===== src/rtl/door_pkg.sv =====
// Shared types and default sizing for the door motor plant model and its controller.
package door_pkg;

  typedef enum logic [1:0] {
    STOPPED = 2'b00,
    RISING  = 2'b01,
    FALLING = 2'b10,
    FAULT   = 2'b11
  } door_state_e;

  localparam int POS_W_DEF    = 8;
  localparam int POS_TOP_DEF  = 200;
  localparam int STEP_DIV_DEF = 16;

  // A divider of 1 still needs a one-bit counter to stay legal.
  function automatic int cnt_width(input int n);
    return (n > 1) ? $clog2(n) : 1;
  endfunction

endpackage


===== src/rtl/door_step_timer.sv =====
// Travel prescaler: emits a one-cycle step pulse after STEP_DIV cycles of unobstructed drive.
module door_step_timer
  import door_pkg::*;
#(
  parameter int STEP_DIV = STEP_DIV_DEF
) (
  input  logic clk_i,
  input  logic rst_ni,
  input  logic en_i,
  input  logic clr_i,
  input  logic hold_i,
  output logic step_o
);

  localparam int               CNT_W = cnt_width(STEP_DIV);
  localparam logic [CNT_W-1:0] LAST  = CNT_W'(STEP_DIV - 1);

  logic [CNT_W-1:0] cnt_q, cnt_d;

  assign step_o = en_i & ~hold_i & (cnt_q == LAST);

  // Hold freezes the count so travel resumes mid-interval after an obstruction.
  always_comb begin
    cnt_d = cnt_q;
    if (clr_i || !en_i) begin
      cnt_d = '0;
    end else if (!hold_i) begin
      cnt_d = step_o ? '0 : cnt_q + 1'b1;
    end
  end

  always_ff @(posedge clk_i or negedge rst_ni) begin
    if (!rst_ni) begin
      cnt_q <= '0;
    end else begin
      cnt_q <= cnt_d;
    end
  end

endmodule


===== config.mk =====
export PLATFORM = sky130hd
export DESIGN_NAME = door_step_timer
export DESIGN_NICKNAME = d
export VERILOG_FILES = /design/src/rtl/door_pkg.sv /design/src/rtl/door_step_timer.sv
export SDC_FILE = /design/constraint.sdc
export NUM_CORES = 1
export LEC_CHECK = 0
export ABC_CLOCK_PERIOD_IN_PS = 1200
export CAP_MARGIN = 0
export CELL_PAD_IN_SITES_DETAIL_PLACEMENT = 0
export CELL_PAD_IN_SITES_GLOBAL_PLACEMENT = 1
export CORE_AREA = 2 2 39 41
export CTS_CLUSTER_SIZE = 16
export DETAILED_ROUTE_END_ITERATION = 8
export DIE_AREA = 0 0 41 43
export PLACE_DENSITY = 0.55
export SLEW_MARGIN = 20
export SYNTH_ARGS = -nofsm -noshare
export SYNTH_HDL_FRONTEND = slang
export SYNTH_SLANG_ARGS = --single-unit

===== constraint.sdc =====
create_clock -name clk_i -period 1.2 [get_ports clk_i]
set_input_delay 0.36 -clock clk_i [delete_from_list [all_inputs] [get_ports clk_i]]
set_output_delay 0.36 -clock clk_i [all_outputs]
set_load 0.02 [all_outputs]

==> summary.txt, run 1 <==
Status
  – Run status: complete, but fails checks
  – Failing checks: setup timing

Logic synthesis
  – Mapped Cells: 22
  – Post-synthesis mux area share: 4.49%
  – Synth area leader: dfrtp_1
  – EDFF count, synth: 0
  – Yosys cell types: 15
  – Post-synthesis adder-cell area fraction: 5.62%
  – XOR/XNOR share of the synthesized area: 3.93%
  – Largest family of logic cells by synthesized area: simple AND/OR/NAND/NOR gates
  – Register bit count reported by yosys: 4
  – Synthesized area: 223 um2
  – Simple-gate share of the synthesized area: 28.1%
  – Synth area leaders: dfrtp_1 45%, a21oi_1 6.7%, nand2b_4 6.2%
  – Most frequent cell after synthesis: dfrtp_1
  – Net Count, Synth: 28
  – Most frequent cells after synthesis: 4 x dfrtp_1, 3 x a21oi_1, 3 x nor2_1
  – Synthesis Warnings: 0
  – Asr flop ratio synth: 100%
  – Synth Area in Compound Gates: 12.9%
  – Main synth FF type: dfrtp_1
  – Synth top area share: 44.9%
  – Synth Area per Inst: 10.1 um2
  – Post-synthesis sequential area ratio: 44.9%

Clocking
  – Clk Tree Root Cell: clkbuf_4
  – CTS H-Tree Depth: 1
  – # clock sinks: 4
  – Clk pin slew, worst setup/hold paths: 0.03 ns
  – CTS tree: yes
  – Inserted Clock Buffers: 3
  – Worst skew pair latency: 0.23 ns
  – Bufs on Longest Clock Path: 2

Drt
  – First drt pass iteration count: 1
  – Via density: 4.11
  – Iteration-0 DRC Markers: 0
  – Met1 wire length: 228 um
  – Vias: 222
  – Detailed-route wire length per cell: 9.83 um
  – Post-DRT Antenna Nets: 0
  – Max layer used: met3
  – Met2 routed WL: 276 um
  – DR DRC count: 0
  – Metal3 WL: 26 um
  – Drt total wl: 531 um

Place
  – Placed cell areas: 349 um2
  – GPL Wtd Cong: 0.655
  – Port bufs: 5
  – Setup WS pre-CTS: -0.788 ns

Timing
  – RSZ-0062 raised after global routing: true
  – Slew Viols, Final: 0
  – Tcrit/Tclk final: 129%
  – Setup Skew: 0.00120 ns
  – Final WS setup: -0.345 ns
  – Worst-Margin Slew: 0.189 ns
  – Final hold slack: 0.332 ns
  – Final hold viol count: 0
  – Max Clk Rate: 647 MHz
  – Setup TNS: -0.527 ns
  – Setup violation total in the final timing report: 4
  – Relative slew slack: 87.4%
  – Clock period minus worst slack: 1.54 ns

Worst setup path
  – Crit path max-delay cell type: dfrtp_1
  – CP Capture Type: output pin
  – CP Cell Sequence: ha_2 -> nand3_2 -> nor3b_4 -> buf_6
  – Slack of the worst reg-to-reg path: -0.12 ns
  – CP delay by family, top: flip-flops
  – Reg-to-reg endpoint: cnt_q[2]
  – Worst R2R Path Depth: 6
  – Worst EP required: 0.84 ns
  – R2r startpoint: cnt_q[0]
  – Number of buffers and inverters on the critical path: 1
  – Maximum fanout along the worst path: 2
  – Worst path max stage delay: 0.35 ns
  – Crit Path Class: register to output pin
  – CP Launch Type: register
  – Critical Path AT: 1.18 ns

Layout
  – Layout fillers: 151
  – Multi-input combinational cell area: 168 um2
  – Reg with most FFs: cnt_q
  – P&R area growth vs syn: 92.1%
  – Max reg flops: 4
  – Fraction of layout cells with a size suffix above 1: 57.9%
  – Register area: 100 um2
  – # nets final: 46
  – Fin util: 30.9%
  – Largest regs: cnt_q: 4 flops
  – Inserted Diodes: 0
  – Final Cell Area: 428 um2

Global route
  – GRT Overall Usage: 6.24%
  – Pin count of the biggest net entering global routing: 6
  – First-pass GRT wire length: 676 um
  – Grt total ovfl: 0
  – Initial antenna violation count: 0
  – Number of global-route vias before repair: 202

Floorplan
  – Die height: 43 um
  – Count of boundary I/O pins: 6
  – Num rows: 14
  – Core Area: 0.00138 mm2
  – Die X: 41 um
  – Starting Density: 16.1%
  – Die area: 0.00176 mm2

Power and ir drop
  – Leak: 0.185 nW
  – Peak supply drop: 347 uV
  – Pwr dens: 793 mW/mm2

Worst hold path
  – Worst hold path class: primary input to async pin

Flow run
  – Max-cap violations: 0
[cell families (layout without fill, tap and decap cells)]
family	after synthesis	count (layout)
AND/OR/NAND/NOR	10	10
XOR/XNOR	1	1
flip-flops	4	4
multiplexers	1	1
buffers and inverters	0	16
adder cells (fa/ha/maj)	1	1
AO/OA/AOI/OAI	5	5
[stage by stage]
stage | instances | power (W)
after detailed placement | 48 | 0.000179
after global placement | 48 | 0.000178
after global routing | 54 | 0.000360
after floorplan | 22 | 0.000153
final | 54 | 0.000339
after CTS | 52 | 0.000348
[layer usage]
layer / global-route usage, % / vias to the layer above
li1: - / 112
met1: 6.82 / 105
met2: 8.13 / 5
met3: 1.57 / 0
met4: 8.00 / 0
met5: 0 / -
[layout make-up]
cell class / count / area share [%]
flip-flops and latches: 4 / 23.4
well taps: 16 / 4.68
repair buffers: 13 / 27.5
multi-input cells: 18 / 39.2
clock buffers: 3 / 5.26
[what timing repair did]
action	CTS	global route
hold buffers	0	0
setup buffers	1	2
endpoints found under the setup margin	3	4
resized for setup	9	6
pin swaps	3	3
[worst reg2reg max path: cells and delay by family, from the launching register on]
| kind | cells | cell delay [ns] |
|---|---|---|
| flip-flops | 1 | 0.38 |
| AND/OR/NAND/NOR | 2 | 0.30 |
| buffers and inverters | 2 | 0.24 |
| adder cells (fa/ha/maj) | 1 | 0.20 |
| XOR/XNOR | 1 | 0.12 |
[power by group]
group | internal (W) | switching (W) | leakage (nW)
Sequential | 0.000138 | 0.00000121 | 0.0553
Combinational | 0.0000267 | 0.0000168 | 0.116
Clock | 0.000111 | 0.0000455 | 0.0138
[worst max-delay path by stage]
stage | start | to | cells after the start
3_5_place_dp | en_i | step_o | 3
3_3_place_gp | en_i | step_o | 3
4_1_cts | cnt_q[0] | step_o | 4
5_1_grt | cnt_q[1] | step_o | 4
6_report | cnt_q[0] | step_o | 4
2_1_floorplan | cnt_q[0] | step_o | 3
[layout by cell type, fill, tap and decap left out, types with 2 or more instances in the layout]
cell             instances
clkdlybuf4s50_1          3
dfrtp_1                  4
nor2_1                   3
a21oi_2                  2
clkbuf_4                 3
buf_6                    3
buf_4                    6
(Power assumes the default switching activity.)
==> run 2: changes to the inputs <==
--- a/config.mk
+++ b/config.mk
@@ -14,6 +14,7 @@
 export DETAILED_ROUTE_END_ITERATION = 8
 export DIE_AREA = 0 0 41 43
 export PLACE_DENSITY = 0.55
+export REMOVE_ABC_BUFFERS = 1
 export SLEW_MARGIN = 20
 export SYNTH_ARGS = -nofsm -noshare
 export SYNTH_HDL_FRONTEND = slang
==> summary.txt, run 2 (synthesis gave the netlist of run 1 again) <==
Timing
  – Final WS setup: -0.317 ns
  – Max Clk Rate: 659 MHz
  – Worst-Margin Slew: 0.197 ns
  – Final hold viol count: 0
  – Setup TNS: -0.526 ns
  – Setup violation total in the final timing report: 4
  – Slew Viols, Final: 0
  – Setup Skew: 0.00207 ns
  – Tcrit/Tclk final: 126%
  – Relative slew slack: 86.9%
  – Clock period minus worst slack: 1.52 ns
  – RSZ-0062 raised after global routing: true

Layout
  – Reg with most FFs: cnt_q
  – Most frequent cells in the layout: 6 x buf_4, 4 x dfrtp_1, 3 x nor2_1, 3 x clkbuf_4, 3 x clkdlybuf4s50_1
  – Max reg flops: 4
  – Inserted Diodes: 0
  – Fin util: 31.2%
  – Most common cell after layout, fill and taps aside: buf_4
  – Layout fillers: 158
  – Final Cell Area: 432 um2
  – Largest regs: cnt_q: 4 flops
  – # nets final: 45
  – Fraction of layout cells with a size suffix above 1: 56.8%
  – P&R area growth vs syn: 93.8%

Power and ir drop
  – Pint: 0.000274 W
  – Clock power frac: 46.6%
  – Combinational share of power: 12.2%
  – Sequential power share: 41.1%
  – Peak supply drop: 366 uV
  – Leak: 0.177 nW
  – Net Sw Frac: 19.4%
  – PnR Total Power: 0.000340 W
  – Psw: 0.0000659 W
  – Pwr dens: 787 mW/mm2

Global route
  – GRT Overall Usage: 8.27%
  – First-pass GRT wire length: 924 um
  – Grt total ovfl: 0
  – Number of global-route vias before repair: 244
  – Initial antenna violation count: 0
  – Pin count of the biggest net entering global routing: 6

Place
  – Setup WS pre-CTS: -0.824 ns
  – Port bufs: 5
  – Placed cell areas: 338 um2
  – DP HPWL: 417 um
  – GPL Wtd Cong: 0.589

Clocking
  – # clock sinks: 4
  – Inserted Clock Buffers: 3
  – Worst skew pair latency: 0.23 ns
  – Clk Tree Root Cell: clkbuf_4
  – CTS H-Tree Depth: 1
  – CTS hold repair buffers: 0
  – CTS tree: yes
  – Bufs on Longest Clock Path: 2
  – Clk pin slew, worst setup/hold paths: 0.04 ns

Worst setup path
  – Crit Path Class: register to output pin
  – CP delay by family, top: flip-flops
  – Number of buffers and inverters on the critical path: 1
  – Maximum fanout along the worst path: 2
  – Worst EP required: 0.84 ns
  – CP Launch Type: register
  – Critical Path AT: 1.16 ns
  – Crit path max-delay cell type: dfrtp_1
  – CP Cell Sequence: ha_4 -> nand3_4 -> nor3b_2 -> buf_4
  – CP Capture Type: output pin
  – Worst path max stage delay: 0.39 ns

Status
  – Run status: complete, but fails checks
  – Failing checks: setup timing

Drt
  – Drt total wl: 551 um
  – DR DRC count: 0
  – Vias: 223
  – First drt pass iteration count: 2
  – Iteration-0 DRC Markers: 3
  – Via density: 4.21
  – Post-DRT Antenna Nets: 0
  – Detailed-route wire length per cell: 10.4 um

Floorplan
  – Starting Density: 16.1%
  – Die X: 41 um
  – Num rows: 14
  – Die area: 0.00176 mm2
  – Core Area: 0.00138 mm2
  – Count of boundary I/O pins: 6
  – Die height: 43 um

Worst hold path
  – Worst hold path class: primary input to async pin

Flow run
  – Max-cap violations: 0
==> run 2: power by group through the flow <==
stage / clock network [W] / registers [W] / logic [W]
finish: 0.000158 / 0.000140 / 0.0000416
global route: 0.000181 / 0.000140 / 0.0000460
CTS: 0.000169 / 0.000140 / 0.0000391
detailed placement: 0 / 0.000141 / 0.0000368
global placement: 0 / 0.000140 / 0.0000364
floorplan: 0 / 0.000141 / 0.0000105
==> run 2: path summary, 6_finish.rpt <==
kind                                  to     start  slack (ns)  depth (start not counted)
worst max-delay path              step_o  cnt_q[0]       -0.32                          4
max in group asynchronous       cnt_q[3]    rst_ni        0.70                          1
worst min-delay path            cnt_q[0]    rst_ni        0.33                          1
worst min register to register  cnt_q[1]  cnt_q[1]        0.67                          3
min in group clk_i              cnt_q[1]  cnt_q[1]        0.67                          3
worst max register to register  cnt_q[2]  cnt_q[0]       -0.14                          6
==> run 2: through the flow <==
step	std cells	hold slack (ns)
after floorplan	22	0.0644
after global placement	49	0.574
after detailed placement	49	0.578
after CTS	52	0.329
after global routing	53	0.336
final	53	0.332
==> run 2: per-layer routing <==
layer / vias to the layer above / share of wire [%] / GRT usage (%)
li1: 108 / - / -
met1: 109 / 38 / 8.17
met2: 6 / 58 / 13.1
met3: 0 / 4.2 / 3.14
met4: 0 / 0 / 6.00
met5: - / 0 / 0
==> run 2: layout make-up <==
class | count | area [um2] | area share [%]
clock buffer | 3 | 22.5 | 5.22
timing repair buffer | 12 | 106 | 24.6
multi-input combinational | 18 | 183 | 42.3
sequential | 4 | 100 | 23.2
tap | 16 | 20.0 | 4.64
==> run 2: worst reg2reg max path, cell delays in order (launching register included) <==
cell	delay [ns]
dfrtp_1	0.40
ha_4	0.19
buf_4	0.13
buf_6	0.12
and2b_2	0.19
xnor2_1	0.14
nor2_1	0.06
==> run 2: repair_timing <==
| action | CTS | global route |
|---|---|---|
| endpoints found under the setup margin | 4 | 4 |
| resized for setup | 14 | 7 |
| pin swaps | 6 | 7 |
| setup buffers | 0 | 1 |
==> run 3: changes to the inputs <==
--- a/config.mk
+++ b/config.mk
@@ -7,13 +7,14 @@
 export LEC_CHECK = 0
 export ABC_CLOCK_PERIOD_IN_PS = 1200
 export CAP_MARGIN = 0
-export CELL_PAD_IN_SITES_DETAIL_PLACEMENT = 0
+export CELL_PAD_IN_SITES_DETAIL_PLACEMENT = 1
 export CELL_PAD_IN_SITES_GLOBAL_PLACEMENT = 1
 export CORE_AREA = 2 2 39 41
 export CTS_CLUSTER_SIZE = 16
 export DETAILED_ROUTE_END_ITERATION = 8
 export DIE_AREA = 0 0 41 43
-export PLACE_DENSITY = 0.55
+export DONT_BUFFER_PORTS = 1
+export PLACE_DENSITY = 0.47
 export REMOVE_ABC_BUFFERS = 1
 export SLEW_MARGIN = 20
 export SYNTH_ARGS = -nofsm -noshare
==> summary.txt, run 3 (synthesis gave the netlist of run 1 again) <==
Status
  – Run status: complete, but fails checks
  – Failing checks: setup timing

Layout
  – Final Cell Area: 399 um2
  – Final cell count without fillers: 54
  – Register area: 100 um2
  – Most common cell after layout, fill and taps aside: buf_4
  – Multi-input combinational cell area: 153 um2
  – Most frequent cells in the layout: 11 x buf_4, 4 x dfrtp_1, 3 x nor2_1, 3 x clkbuf_4, 2 x a21oi_1
  – P&R area growth vs syn: 79.2%
  – Reg with most FFs: cnt_q
  – Max reg flops: 4
  – Inserted Diodes: 0
  – Largest regs: cnt_q: 4 flops
  – # nets final: 46
  – Layout fillers: 166
  – Fraction of layout cells with a size suffix above 1: 60.5%

Worst setup path
  – CP Launch Type: register
  – Worst path max stage delay: 0.35 ns
  – Logic depth of the worst path, buffers included: 4
  – Worst R2R Path Depth: 7
  – Maximum fanout along the worst path: 2
  – CP Capture Type: output pin
  – Number of buffers and inverters on the critical path: 1
  – Crit Path Class: register to output pin
  – Worst EP required: 0.84 ns
  – Critical Path AT: 1.15 ns
  – CP delay by family, top: flip-flops
  – CP Cell Sequence: ha_2 -> nand3_2 -> nor3b_2 -> buf_4
  – Crit path max-delay cell type: dfrtp_1

Floorplan
  – Die height: 43 um
  – Die X: 41 um
  – Num rows: 14
  – Core Area: 0.00138 mm2
  – Die area: 0.00176 mm2
  – Count of boundary I/O pins: 6
  – Starting Density: 16.1%

Power and ir drop
  – Combinational share of power: 9.0%
  – PnR Total Power: 0.000328 W
  – Pwr dens: 823 mW/mm2
  – Pint: 0.000267 W
  – Peak supply drop: 434 uV
  – Net Sw Frac: 18.6%
  – Sequential power share: 42.3%
  – Leak: 0.181 nW
  – Psw: 0.0000611 W
  – Clock power frac: 48.6%

Timing
  – Final hold viol count: 0
  – Slew Viols, Final: 0
  – Final hold slack: 0.314 ns
  – Max Clk Rate: 662 MHz
  – Relative slew slack: 87.7%
  – Clock period minus worst slack: 1.51 ns
  – Setup Skew: 0.000466 ns
  – Setup violation total in the final timing report: 4
  – Final WS setup: -0.310 ns
  – Tcrit/Tclk final: 126%
  – Worst-Margin Slew: 0.184 ns
  – RSZ-0062 raised after global routing: true

Drt
  – First drt pass iteration count: 1
  – Detailed-route wire length per cell: 11.6 um
  – Via density: 4.06
  – Post-DRT Antenna Nets: 0
  – Iteration-0 DRC Markers: 0
  – Drt total wl: 625 um
  – Metal3 WL: 24 um
  – Met1 wire length: 238 um
  – DR DRC count: 0
  – Max layer used: met4
  – Met2 routed WL: 350 um
  – Vias: 219

Global route
  – First-pass GRT wire length: 1000 um
  – Pin count of the biggest net entering global routing: 7
  – GRT Overall Usage: 9.48%
  – Grt total ovfl: 0
  – Initial antenna violation count: 0
  – Number of global-route vias before repair: 255

Place
  – Port bufs: 0
  – GPL Wtd Cong: 0.711
  – Placed Cells: 44
  – Placed cell areas: 288 um2
  – DP HPWL: 437 um

Clocking
  – CTS tree: yes
  – CTS H-Tree Depth: 1
  – Inserted Clock Buffers: 3
  – Clk pin slew, worst setup/hold paths: 0.03 ns
  – Bufs on Longest Clock Path: 2
  – # clock sinks: 4
  – Clk Tree Root Cell: clkbuf_4
  – Worst skew pair latency: 0.23 ns

Worst hold path
  – Hold path depth: 2
  – Worst hold path class: primary input to register

Flow run
  – Max-cap violations: 0
## run 3: changes by cell type in the layout (fill, tap and decap cells not counted), sizes merged
cell,delta
dlygate4sd3,+1
buf,+4
clkdlybuf4s50,-3
dlygate4sd2,-1
## run 3: area by class of cell
class / count / share of cell area [%]
Timing Repair Buffer: 13 / 26.0
Clock buffer: 3 / 5.64
Tap cell: 16 / 5.02
Multi-Input combinational cell: 18 / 38.2
Sequential cell: 4 / 25.1
## run 3: power groups by stage
stage	logic [W]	clock network [W]	registers, W
global placement	0.0000165	0	0.000141
floorplan	0.0000105	0	0.000141
detailed placement	0.0000168	0	0.000141
CTS	0.0000258	0.000173	0.000139
finish	0.0000297	0.000160	0.000139
global route	0.0000327	0.000191	0.000139
## run 3: worst register-to-register path, delay by kind of cell, from the launching register on
kind,cells,cell delay [ns]
xor gates and xnor gates,1,0.12
adders and majority gates,1,0.20
buffers and inverters,3,0.36
DFF,1,0.37
and+or+nand+nor,2,0.25
## run 3: per-layer routing
| metal | GRT usage (%) | up-vias |
|---|---|---|
| met5 | 0 | - |
| li1 | - | 112 |
| met2 | 13.8 | 3 |
| met1 | 8.47 | 102 |
| met3 | 3.14 | 2 |
| met4 | 12.0 | 0 |
## run 3: final timing paths
| check | to | slack (ns) | from |
|---|---|---|---|
| worst max register to register | cnt_q[2] | -0.23 | cnt_q[0] |
| max in group asynchronous | cnt_q[2] | 0.64 | rst_ni |
| min in group asynchronous | cnt_q[3] | 0.40 | rst_ni |
| worst min register to register | cnt_q[1] | 0.68 | cnt_q[1] |
| worst min-delay path | cnt_q[1] | 0.31 | hold_i |
| worst max-delay path | step_o | -0.31 | cnt_q[1] |
## run 3: what timing repair did
action / CTS / global route
resized for setup: 5 / 3
endpoints found under the hold margin: 4 / 0
pin swaps: 7 / 6
hold buffers: 1 / 0
setup endpoints to repair: 3 / 4
cloned: 0 / 0
setup buffers: 4 / 3
## run 3: stage by stage
step           setup WS [ns]  setup TNS [ns]  util (%)
6_report              -0.310          -0.842      28.8
5_1_grt               -0.394           -1.18      28.8
4_1_cts               -0.336          -0.536      26.4
3_5_place_dp          -0.128          -0.185      20.8
3_3_place_gp         -0.0870          -0.155      20.8
2_1_floorplan         -0.348          -0.348         -
